[src/rtl/wb_periph_interconnect.sv]
// Wishbone classic single-master to N-peripheral interconnect with decode error.
// Optional hung-slave watchdog enabled by defining PERIPH_TIMEOUT_EN.
module wb_periph_interconnect #(
  parameter int NUM_PERIPH     = 8,
  parameter int DATA_WIDTH     = 64,
  parameter int ADDR_WIDTH     = 32,
  parameter int SEL_LSB        = 28,
  parameter int TIMEOUT_CYCLES = 255
) (
  input  logic                             clk,
  input  logic                             rst,
  input  logic                             cyc_i,
  input  logic                             stb_i,
  input  logic                             we_i,
  input  logic [ADDR_WIDTH-1:0]            addr_i,
  input  logic [DATA_WIDTH-1:0]            data_i,
  output logic [DATA_WIDTH-1:0]            data_o,
  output logic                             ack_o,
  output logic                             err_o,
  output logic [NUM_PERIPH-1:0]            periph_cyc_o,
  output logic [NUM_PERIPH-1:0]            periph_stb_o,
  output logic                             periph_we_o,
  output logic [ADDR_WIDTH-1:0]            periph_addr_o,
  output logic [DATA_WIDTH-1:0]            periph_data_o,
  input  logic [NUM_PERIPH-1:0]            periph_ack_i,
  input  logic [NUM_PERIPH*DATA_WIDTH-1:0] periph_data_i
);

  localparam int SEL_W = $clog2(NUM_PERIPH);
  localparam logic [SEL_W:0] NUM_P = (SEL_W+1)'(NUM_PERIPH);

  typedef enum logic [1:0] {
    IDLE,
    ACTIVE,
    RESP
  } state_t;

  state_t                  state_q, state_d;
  logic [SEL_W-1:0]        idx_q, idx_d;
  logic [DATA_WIDTH-1:0]   data_q, data_d;
  logic                    ack_q, ack_d;
  logic                    err_q, err_d;
  logic [NUM_PERIPH-1:0]   cyc_q, cyc_d;
  logic [SEL_W-1:0]        field;
  logic                    sel_ack;
  logic [DATA_WIDTH-1:0]   sel_data;

`ifdef PERIPH_TIMEOUT_EN
  localparam int CNT_W = $clog2(TIMEOUT_CYCLES + 1);
  logic [CNT_W-1:0] cnt_q, cnt_d;
`endif

  assign field         = addr_i[SEL_LSB +: SEL_W];
  assign periph_we_o   = we_i;
  assign periph_addr_o = addr_i;
  assign periph_data_o = data_i;
  assign periph_cyc_o  = cyc_q;
  assign periph_stb_o  = cyc_q;
  assign data_o        = data_q;
  assign ack_o         = ack_q;
  assign err_o         = err_q;

  always_comb begin
    sel_ack  = 1'b0;
    sel_data = '0;
    for (int k = 0; k < NUM_PERIPH; k++) begin
      if (idx_q == SEL_W'(k)) begin
        sel_ack  = periph_ack_i[k];
        sel_data = periph_data_i[k*DATA_WIDTH +: DATA_WIDTH];
      end
    end
  end

  always_comb begin
    state_d = state_q;
    idx_d   = idx_q;
    data_d  = data_q;
    ack_d   = 1'b0;
    err_d   = 1'b0;
    cyc_d   = '0;
`ifdef PERIPH_TIMEOUT_EN
    cnt_d   = cnt_q;
`endif
    unique case (state_q)
      IDLE: begin
        if (cyc_i && stb_i) begin
          idx_d = field;
          if ({1'b0, field} < NUM_P) begin
            state_d = ACTIVE;
            cyc_d   = NUM_PERIPH'(1) << field;
`ifdef PERIPH_TIMEOUT_EN
            cnt_d   = '0;
`endif
          end else begin
            state_d = RESP;
            err_d   = 1'b1;
            data_d  = '0;
          end
        end
      end
      ACTIVE: begin
        // Abort beats a same-cycle ack.
        if (!cyc_i) begin
          state_d = IDLE;
        end else if (sel_ack) begin
          state_d = RESP;
          ack_d   = 1'b1;
          data_d  = sel_data;
`ifdef PERIPH_TIMEOUT_EN
        end else if (cnt_q == CNT_W'(TIMEOUT_CYCLES - 1)) begin
          state_d = RESP;
          err_d   = 1'b1;
          data_d  = '0;
        end else begin
          cnt_d = cnt_q + 1'b1;
          cyc_d = NUM_PERIPH'(1) << idx_q;
        end
`else
        end else begin
          cyc_d = NUM_PERIPH'(1) << idx_q;
        end
`endif
      end
      RESP: begin
        state_d = IDLE;
      end
      default: begin
        state_d = IDLE;
      end
    endcase
  end

  always_ff @(posedge clk) begin
    if (rst) begin
      state_q <= IDLE;
      idx_q   <= '0;
      data_q  <= '0;
      ack_q   <= 1'b0;
      err_q   <= 1'b0;
      cyc_q   <= '0;
`ifdef PERIPH_TIMEOUT_EN
      cnt_q   <= '0;
`endif
    end else begin
      state_q <= state_d;
      idx_q   <= idx_d;
      data_q  <= data_d;
      ack_q   <= ack_d;
      err_q   <= err_d;
      cyc_q   <= cyc_d;
`ifdef PERIPH_TIMEOUT_EN
      cnt_q   <= cnt_d;
`endif
    end
  end

endmodule

[config.mk]
export PLATFORM = sky130hd
export DESIGN_NAME = wb_periph_interconnect
export DESIGN_NICKNAME = d
export VERILOG_FILES = /design/src/rtl/wb_periph_interconnect.sv
export SDC_FILE = /design/constraint.sdc
export NUM_CORES = 1
export LEC_CHECK = 0
export CAP_MARGIN = 20
export CORE_AREA = 2 2 310 312
export DETAILED_ROUTE_END_ITERATION = 16
export DIE_AREA = 0 0 312 314
export HOLD_SLACK_MARGIN = 0.06
export PLACE_DENSITY_LB_ADDON = 0.3
export REMOVE_ABC_BUFFERS = 1
export SLEW_MARGIN = 40
export SYNTH_ARGS = -nofsm -noshare
export SYNTH_HDL_FRONTEND = slang
export SYNTH_SLANG_ARGS = --single-unit
[constraint.sdc]
create_clock -name clk -period 1.9 [get_ports clk]
set_input_delay 0.19 -clock clk [delete_from_list [all_inputs] [get_ports clk]]
set_output_delay 0.19 -clock clk [all_outputs]
set_load 0.005 [all_outputs]
==> metrics.md, run 1 <==
| Metric | Value |
|---|---|
| Total negative setup slack | -7.14 ns |
| Crit Path Class | register to register |
| 1st-iter DRT viols | 698 |
| Worst-Skew Late Latency | 0.39 ns |
| CP max stage delay | 0.55 ns |
| Worst-Margin Slew | 0.769 ns |
| Layout Area Growth over Synthesis | 104% |
| Arrival time worst endpoint | 2.35 ns |
| IO Port Bufs | 610 |
| Min-Delay Path Depth | 3 |
| FF-to-FF Start | idx_q[1] |
| Pwr dens | 390 mW/mm^2 |
| Async set-reset flop share out of synthesis | 0 |
| GPL Wtd Cong | 0.818 |
| Reg2reg end | data_o[15] |
| P_sw | 2.10 mW |
| Initial antenna violation count | 9 |
| Grt total ovfl | 0 |
| Status | complete, but fails checks |
| First-pass GRT wire length | 88.7 mm |
| FF+latch count, synth | 78 |
| Area contributors post-synth | dfxtp_1 (19%), mux2i_1 (19%), buf_4 (10%), a22oi_1 (7.1%), nor2_1 (6.0%) |
| # hold bufs at CTS | 0 |
| Slew Viols, Final | 0 |
| Layout Nets | 2,190 |
| Clock skew | 0.0139 ns |
| Max-cap violation count | 0 |
| H-Tree Depth | 3 |
| Avg Cell Area, Syn | 7.68 um^2 |
| Most frequent cells in the layout | clkdlybuf4s50_1 (609), mux2i_1 (151), a21oi_1 (91), nor2_1 (87), a22oi_1 (76) |
| Total CTS buffers | 9 |
| Synthesized instance count | 1,049 |
| Logic pwr share | 0.432 |
| Total Power | 6.40 mW |
| Final setup viols | 64 |
| Overall Global Routing Usage | 0.130 |
| Dpl hpwl | 54.8 mm |
| Worst VDD drop | 0.363 mV |
| Die height | 314 um |
| Post-synth top area share | 0.194 |
| WP buf/inv | 3 |
| Violated checks | negative setup slack |
| RSZ-0062 raised after global routing | yes |
| Root buf cell | clkbuf_16 |
| Register-to-Register Path Depth | 8 |
| Startpoint Class | register |
| Number of global-route vias before repair | 10,800 |
| DR pass1 iterations | 5 |
| Clk sinks | 78 |
| Post-synthesis sequential area ratio | 0.194 |
| Crit. End Element | register |
| R2r setup slk | -0.16 ns |
| Int Power | 4.30 mW |
| Min Tclk post-route | 2.06 ns |
| DRC Markers | 0 |
| Final WL | 69.3 mm |
| Largest net degree at the start of global routing | 71 |
| Part of the power in registers | 0.268 |
| Number of synthesized flops with an enable pin | 0 |
| Final Hold Violating Endpoints | 0 |
| I/O pins | 800 |
| Wirelength per Cell | 24.4 um |
| Cell Area, Synth | 0.00806 mm^2 |
| Critical Path RT | 2.19 ns |
| Syn. warnings | 0 |
| Area leader, netlist | dfxtp_1 |
| Hold WC Path Type | primary input to register |
| Family with the most delay on the worst path | multiplexers |
| Die ar. | 0.0980 mm^2 |
| Clock buffer depth | 2 |
| Clk network pwr share | 0.300 |
| Leak Pwr | 5.70 nW |
| CTS tree | done |
| Via density | 3.72 |
| Slowest library cell on the worst path | mux4_2 |
| Die Width | 312 um |
| Crit path cell chain | mux2i_1 -> mux4_2 -> buf_6 -> nor2_4 -> buf_8 -> clkbuf_16 -> nor2_2 -> a211oi_1 |
| Final worst path period share | 1.08 |
| Core area | 0.0944 mm^2 |
| F_max | 0.486 GHz |
| Post-detailed-route count of antenna-violating nets | 0 |
| Ys flop type | dfxtp_1 |
| Worst-path clk slew | 0.09 ns |
| Post-synthesis cell type count | 37 |
| Hold endpoint | periph_cyc_o[7] |
| Share of cells above drive strength 1 | 0.158 |
| Relative slew slack | 0.487 |
| Most common cell after layout, fill and taps aside | clkdlybuf4s50_1 |
| Worst Setup Slack, final | -0.156 ns |
| Via count | 10,600 |
| CP Max Fanout | 8 |
| Hold_sp | rst |
| FP Rows | 113 |
| Starting Density | 0.0853 |
| Switching share of power | 0.328 |
==> power by group through the flow <==
stage / registers (mW) / logic, mW / clock network (mW)
3_5_place_dp: 1.75 / 2.69 / 0
6_report: 1.72 / 2.76 / 1.92
3_3_place_gp: 1.75 / 2.68 / 0
5_1_grt: 1.73 / 2.97 / 2.09
4_1_cts: 1.72 / 2.74 / 2.05
2_1_floorplan: 1.86 / 0.860 / 0
==> layout make-up <==
class                      instances  area (um^2)
fill                           10700        78000
timing repair buffer             711         7350
multi-input combinational        764         5590
tap                             1265         1580
sequential                        78         1570
clock buffer                       9          225
clock inverter                     7         63.8
inverter                           5         18.8
antenna                            3         7.51
==> what timing repair did <==
action,in CTS,in global routing
setup buffers,3,3
setup endpoints to repair,65,67
cloned,1,7
pin swaps,0,40
gates resized for setup,24,69
==> flip-flops by register name, indices dropped and copies added, names as in the netlist <==
register / flops
ack_o: 1
state_q: 2
idx_q: 3
periph_cyc_o: 8
data_o: 64
==> kinds of logic after synthesis <==
logic type,share of synthesized area
compound gates,0.271
simple gates,0.121
buf+inv,0.155
mux,0.257
flops,0.194
other cells,0.000465
==> Yosys cell counts (all sizes together) (4+ instances only) <==
library cell / count
buf: 155
mux2i: 151
nor2: 131
a21oi: 93
dfxtp: 78
a22oi: 76
nand2: 55
clkbuf: 47
a211oi: 46
o21ai: 46
a21o: 43
nor3: 34
mux2: 30
o22ai: 19
mux4: 10
a221oi: 6
inv: 5
nand3: 4
==> routing by layer <==
layer  up-vias  track usage  wire [um]
li1       4785            -          -
met1      4975        0.141      26600
met2       758        0.186      29000
met3        50        0.108      11900
met4        16       0.0278        960
met5         -       0.0779        835
==> stage by stage <==
step	hold WS (ns)	util	worst slack, ns	area (um^2)	instances
global placement	0.380	0.164	-0.332	15500	2809
global route	0.171	0.174	-0.242	16400	2839
finish	0.169	0.174	-0.156	16400	2842
CTS	0.129	0.169	-0.141	16000	2829
floorplan	0.259	-	-5.33	6820	847
detailed placement	0.380	0.164	-0.386	15500	2809
==> worst reg2reg max path, delay by kind of cell (launching register included) <==
kind                   cells  cell delay, ns
buffers and inverters      3            0.54
flip-flops                 1            0.39
multiplexers               2            0.67
AND/OR/NAND/NOR            2            0.22
AO/OA/AOI/OAI              1            0.15
==> worst max-delay path by stage <==
stage                          from    endpoint  cells after the start
floorplan                  idx_q[1]   data_o[0]                      5
detailed placement  periph_ack_i[7]  data_o[35]                      7
CTS                        idx_q[1]  data_o[25]                      7
finish                     idx_q[1]  data_o[15]                      8
global placement    periph_ack_i[7]  data_o[15]                      8
global route               idx_q[1]  data_o[59]                      8
No activity file was read; power rests on OpenSTA's default activity.
==> run 2, diff against run 1 <==
CORE_AREA = 2 2 312 314   (was 2 2 310 312)
DIE_AREA = 0 0 314 316   (was 0 0 312 314)
clock period = 2.3 ns   (was 1.9 ns; I/O delays follow)
==> run 2 against run 1 <==
The run now ends clean. Clock power fell by 15%. Total power decreased by 19%. Sequential power down 17%. Count of clock-buffer cells in the layout did not move. Design area is 6.0% lower. Largest power group unchanged. Wire length fell by 7.8%. Non-clock buffer count down 56. Via count down 4.8%.
==> metrics.md, run 2 (same netlist as run 1, synthesis figures left out) <==
| Metric | Value |
|---|---|
| Status | finished, final reports clean |
| CP Max Fanout | 32 (+24) |
| Clock skew | 0.00860 ns (-0.00532 ns) |
| Total Power | 5.16 mW (-19%) |
| Total CTS buffers | 9 (unchanged) |
| Starting Density | 0.0839 (-0.00138) |
| I/O pins | 800 (unchanged) |
| CTS resizes | 0 (-100%) |
| Die Width | 314 um (+0.64%) |
| DR pass1 iterations | 7 (+2) |
| First-pass GRT wire length | 83.8 mm (-5.6%) |
| F_max | 0.463 GHz (-4.8%) |
| Die height | 316 um (+0.64%) |
| Root buf cell | clkbuf_16 |
| Hold WC Path Type | primary input to register |
| Most frequent cells in the layout | clkdlybuf4s50_1 (609), mux2i_1 (151), nor2_1 (127), a21oi_1 (93), a22oi_1 (76) |
| Final WL | 63.8 mm (-7.8%) |
| Layout Area Growth over Synthesis | 91.4% |
| Crit. End Element | register |
| Arrival time worst endpoint | 2.44 ns (+0.09 ns) |
| Number of global-route vias before repair | 9,875 (-8.2%) |
| Post-detailed-route count of antenna-violating nets | 0 (unchanged) |
| Final setup viols | 0 (-100%) |
| Worst VDD drop | 0.300 mV (-17%) |
| Final Hold Violating Endpoints | 0 (unchanged) |
| Die ar. | 0.0992 mm^2 (+1.3%) |
| Clock buffer depth | 2 (unchanged) |
| Final core occ | 0.161 (-0.0131) |
| Hold endpoint | periph_cyc_o[7] |
| Metal-1 WL | 25.7 mm (-3.4%) |
| GPL Wtd Cong | 0.762 (-6.8%) |
| Grt total ovfl | 0 (unchanged) |
| H-Tree Depth | 3 (unchanged) |
| Via count | 10,100 (-4.8%) |
| Relative slew slack | 0.575 (+0.0876) |
| DRC Markers | 0 (unchanged) |
| Largest register FFs | 64 (unchanged) |
| FP Rows | 114 (+0.88%) |
| Top sig layer | met5 |
| RSZ-0062 raised after global routing | no |
| Register-to-Register Path Depth | 7 (-1) |
| Postcts setup bufs | 0 (-3) |
| # hold bufs at CTS | 0 (unchanged) |
| CTS tree | done |
| Overall Global Routing Usage | 0.123 (-0.00760) |
| Critical Path RT | 2.59 ns (+0.40 ns) |
| Startpoint Class | register |
| Reg2reg end | data_o[59] |
| IO Port Bufs | 610 (unchanged) |
| Dpl hpwl | 52.4 mm (-4.3%) |
| Met2 routed wirelength | 26.0 mm (-10%) |
| Hold_sp | rst |
| FF-to-FF Start | idx_q[1] |
| R2r setup slk | 0.14 ns (+0.30 ns) |
| Total negative setup slack | 0 ns (+7.14 ns) |
| Max-cap violation count | 0 (unchanged) |
| Via density | 3.60 (-3.3%) |
| 1st-iter DRT viols | 547 (-22%) |
| Final worst path period share | 0.939 (-0.143) |
| Worst-Skew Late Latency | 0.39 ns (about the same) |
| Slew Viols, Final | 0 (unchanged) |
| Crit Path Class | register to register |
| Worst-path clk slew | 0.08 ns (about the same) |
| Layout Nets | 2,134 (-2.6%) |
| Share of cells above drive strength 1 | 0.0777 (-0.0805) |
| Initial antenna violation count | 9 (unchanged) |
| Min Tclk post-route | 2.16 ns (+0.103 ns) |
| Min-Delay Path Depth | 3 (unchanged) |
| Most common cell after layout, fill and taps aside | clkdlybuf4s50_1 |
| Leak Pwr | 5.25 nW (-7.9%) |
| Worst-Margin Slew | 0.638 ns (-0.131 ns) |
| Wirelength per Cell | 22.8 um (-6.4%) |
| Largest net degree at the start of global routing | 66 (-7.0%) |
| Core area | 0.0960 mm^2 (+1.6%) |
| Clk sinks | 78 (unchanged) |
| Met3 WL | 10.4 mm (-13%) |
| Pwr dens | 334 mW/mm^2 (-14%) |
run 2: routing by layer:
metal	track usage	vias to the layer above
met5	0.0691	-
met4	0.0282	22
met3	0.0929	44
met2	0.172	675
met1	0.141	4669
li1	-	4667
run 2: worst max path at each step:
| stage | to | cells past startpoint | from |
|---|---|---|---|
| global placement | data_o[13] | 8 | periph_ack_i[7] |
| floorplan | data_o[0] | 5 | idx_q[1] |
| global route | data_o[27] | 7 | idx_q[1] |
| finish | data_o[59] | 7 | idx_q[1] |
| CTS | data_o[59] | 7 | idx_q[1] |
| detailed placement | data_o[59] | 8 | periph_ack_i[7] |
run 2: power breakdown:
group          internal, mW  switching [mW]  leakage, nW
combinational          1.31           0.790         4.47
clock                 0.859           0.785        0.148
sequential             1.38          0.0319        0.633
total                  3.55            1.61         5.25
run 2: metrics by stage:
stage | hold slack, ns | worst slack [ns] | cells | area, um^2
3_3_place_gp | 0.460 | 0.0444 | 2778 | 15100
5_1_grt | 0.206 | 0.0720 | 2795 | 15400
4_1_cts | 0.170 | 0.167 | 2794 | 15400
6_report | 0.204 | 0.141 | 2797 | 15400
2_1_floorplan | 0.299 | -4.93 | 847 | 6820
3_5_place_dp | 0.460 | 0.0180 | 2778 | 15100
run 2: critical path: stages (launching register included):
cell      delay [ns]
dfxtp_4         0.50
mux2i_1         0.11
mux4_2          0.54
buf_4           0.18
nor2_4          0.14
buf_12          0.21
nor2_1          0.07
a211oi_1        0.24
run 2: layout make-up:
cell class,count,area [um^2]
inverter,5,18.8
multi-input combinational,764,5280
tap,1276,1600
sequential,78,1570
antenna,3,7.51
fill,10900,80600
clock buffer,9,225
timing repair buffer,655,6640
clock inverter,7,80.1
==> run 3, diff against run 2 <==
RECOVER_POWER = 50   (was unset)
SETUP_SLACK_MARGIN = 0.4   (was unset)
==> run 3 against run 2 <==
Worst hold slack gained 0.013 ns. First-iteration DRC count shrank 5.9%. Largest power group unchanged. Maximum frequency grew 2.3%. Wire length grew 7.2%. Critical path depth is the same.
==> metrics.md, run 3 (same netlist as run 1, synthesis figures left out) <==
| Metric | Value |
|---|---|
| Status | finished, final reports clean |
| Number of global-route vias before repair | 10,200 (+3.3%) |
| Grt total ovfl | 0 (unchanged) |
| CTS tree | done |
| # hold bufs at CTS | 0 (unchanged) |
| Worst-Margin Slew | 0.658 ns (+0.0202 ns) |
| F_max | 0.474 GHz (+2.3%) |
| Share of cells above drive strength 1 | 0.127 (+0.0490) |
| Final Hold Violating Endpoints | 0 (unchanged) |
| R2r setup slk | 0.19 ns (+0.05 ns) |
| GR Util met2 | 0.184 (+0.0115) |
| Met3 Use GR | 0.0944 (+0.00151) |
| Dpl hpwl | 52.4 mm (unchanged) |
| Crit Path Class | register to register |
| Fillcell total | 10,800 (-0.47%) |
| Relative slew slack | 0.561 (-0.0135) |
| Overall Global Routing Usage | 0.130 (+0.00732) |
| Register-to-Register Path Depth | 7 (unchanged) |
| Largest net degree at the start of global routing | 66 (unchanged) |
| Clock buffer depth | 2 (unchanged) |
| H-Tree Depth | 3 (unchanged) |
| Reg2reg end | data_o[62] |
| Wirelength per Cell | 24.2 um (+6.0%) |
| 1st-iter DRT viols | 515 (-5.9%) |
| Post-detailed-route count of antenna-violating nets | 0 (unchanged) |
| Global route hottest layer | met2 |
| IO Port Bufs | 610 (unchanged) |
| Crit. End Element | register |
| Final worst path period share | 0.918 (-0.0212) |
| Root buf cell | clkbuf_16 |
| Clock skew | 0.0115 ns (+0.00293 ns) |
| DR pass1 iterations | 5 (-2) |
| I/O pins | 800 (unchanged) |
| Worst-path clk slew | 0.08 ns (about the same) |
| Die height | 316 um (unchanged) |
| Met1 track demand over resource | 0.151 (+0.0109) |
| CP Max Fanout | 33 (+3.1%) |
| Total Power | 5.28 mW (+2.4%) |
| Final WL | 68.4 mm (+7.2%) |
| First-pass GRT wire length | 88.2 mm (+5.2%) |
| Hold WC Path Type | primary input to register |
| Layout Nets | 2,162 (+1.3%) |
| Total negative setup slack | 0 ns (unchanged) |
| Arrival time worst endpoint | 2.35 ns (-0.09 ns) |
| Layout Area Growth over Synthesis | 102% |
| Starting Density | 0.0839 (unchanged) |
| FF+latch area | 0.00157 mm^2 (unchanged) |
| Die ar. | 0.0992 mm^2 (unchanged) |
| Final core occ | 0.170 (+0.00892) |
| Most frequent cells in the layout | clkdlybuf4s50_1 (578), mux2i_1 (150), nor2_1 (111), a21oi_1 (83), a22oi_1 (76) |
| GPL Wtd Cong | 0.762 (unchanged) |
| Slew Viols, Final | 0 (unchanged) |
| Core area | 0.0960 mm^2 (unchanged) |
| Placed Instances | 2,778 (unchanged) |
| Min-Delay Path Depth | 3 (unchanged) |
| Most common cell after layout, fill and taps aside | clkdlybuf4s50_1 |
| Post-route insts no fill | 2,827 (+1.1%) |
| Hold endpoint | periph_cyc_o[7] |
| Hold_sp | rst |
| Final setup viols | 0 (unchanged) |
| DRC Markers | 0 (unchanged) |
| Worst-Skew Late Latency | 0.39 ns (about the same) |
| Max-cap violation count | 0 (unchanged) |
| Leak Pwr | 5.69 nW (+8.2%) |
| Die Width | 314 um (unchanged) |
| RSZ-0062 raised after global routing | yes |
| Largest register FFs | 64 (unchanged) |
| Min Tclk post-route | 2.11 ns (-0.0487 ns) |
| Pwr dens | 324 mW/mm^2 (-3.0%) |
| Startpoint Class | register |
| Multi-input combinational cell area | 0.00555 mm^2 (+5.1%) |
| Initial antenna violation count | 9 (unchanged) |
| Via count | 10,300 (+2.0%) |
| Total CTS buffers | 9 (unchanged) |
| FP Rows | 114 (unchanged) |
| FF-to-FF Start | idx_q[1] |
| Clk sinks | 78 (unchanged) |
| Critical Path RT | 2.54 ns (-0.05 ns) |
| Via density | 3.64 (+0.92%) |
| Worst VDD drop | 0.301 mV (+0.47%) |
[run 3: changes by cell type in the layout (fill, tap and decap cells not counted), moves of 9 or more]
| cell | before | now |
|---|---|---|
| clkdlybuf4s50_1 | 609 | 578 |
| a21oi_1 | 93 | 83 |
| nor3_2 | 0 | 9 |
| dlygate4sd3_1 | 0 | 31 |
| a211oi_2 | 0 | 10 |
| nor3_1 | 33 | 22 |
| a211oi_1 | 46 | 36 |
| nor2_1 | 127 | 111 |
| a21oi_2 | 0 | 10 |
[run 3: how the worst max path moves through the flow]
| stage | to | slack (ns) | from |
|---|---|---|---|
| 2_1_floorplan | data_o[0] | -4.93 | idx_q[1] |
| 3_3_place_gp | data_o[13] | 0.04 | periph_ack_i[7] |
| 3_5_place_dp | data_o[59] | 0.02 | periph_ack_i[7] |
| 4_1_cts | data_o[59] | 0.23 | idx_q[1] |
| 5_1_grt | data_o[40] | 0.15 | idx_q[1] |
| 6_report | data_o[62] | 0.19 | idx_q[1] |
[run 3: layout make-up]
type,instances,area share
repair buffers,683,0.443
multi-input cells,764,0.341
well taps,1276,0.0981
flip-flops and latches,78,0.0966
clock buffers,9,0.0138
clock inverters,7,0.00492
inverters,5,0.00146
diodes,5,0.000769
[run 3: worst max-delay path, cell delays in order (launching register included)]
cell	delay, ns
dfxtp_4	0.38
mux2i_1	0.12
mux4_2	0.54
buf_4	0.17
or2_4	0.25
buf_12	0.17
a21oi_1	0.18
a211oi_1	0.09
[run 3: routing by layer]
layer	share of wire	vias to the layer above
met5	0.018	-
met3	0.16	48
met4	0.012	22
met2	0.41	690
met1	0.40	4779
li1	-	4740
[run 3: timing repair]
item / CTS / global route
cloned: 10 / 3
hold endpoints to repair: 0 / 0
setup buffers: 14 / 1
pin swaps: 7 / 11
setup endpoints to repair: 67 / 68
resized for setup: 56 / 31
[run 3: stage by stage]
stage               cell area (um^2)  worst slack, ns  hold WS [ns]
floorplan                       6820            -4.93         0.299
global placement               15100           0.0444         0.460
detailed placement             15100           0.0180         0.460
CTS                            16100            0.230         0.170
global route                   16300            0.147         0.211
finish                         16300            0.189         0.217
[run 3: power breakdown]
part | switching [mW] | internal [mW]
sequential | 0.0308 | 1.38
clock | 0.775 | 0.858
combinational | 0.854 | 1.38
total | 1.66 | 3.62
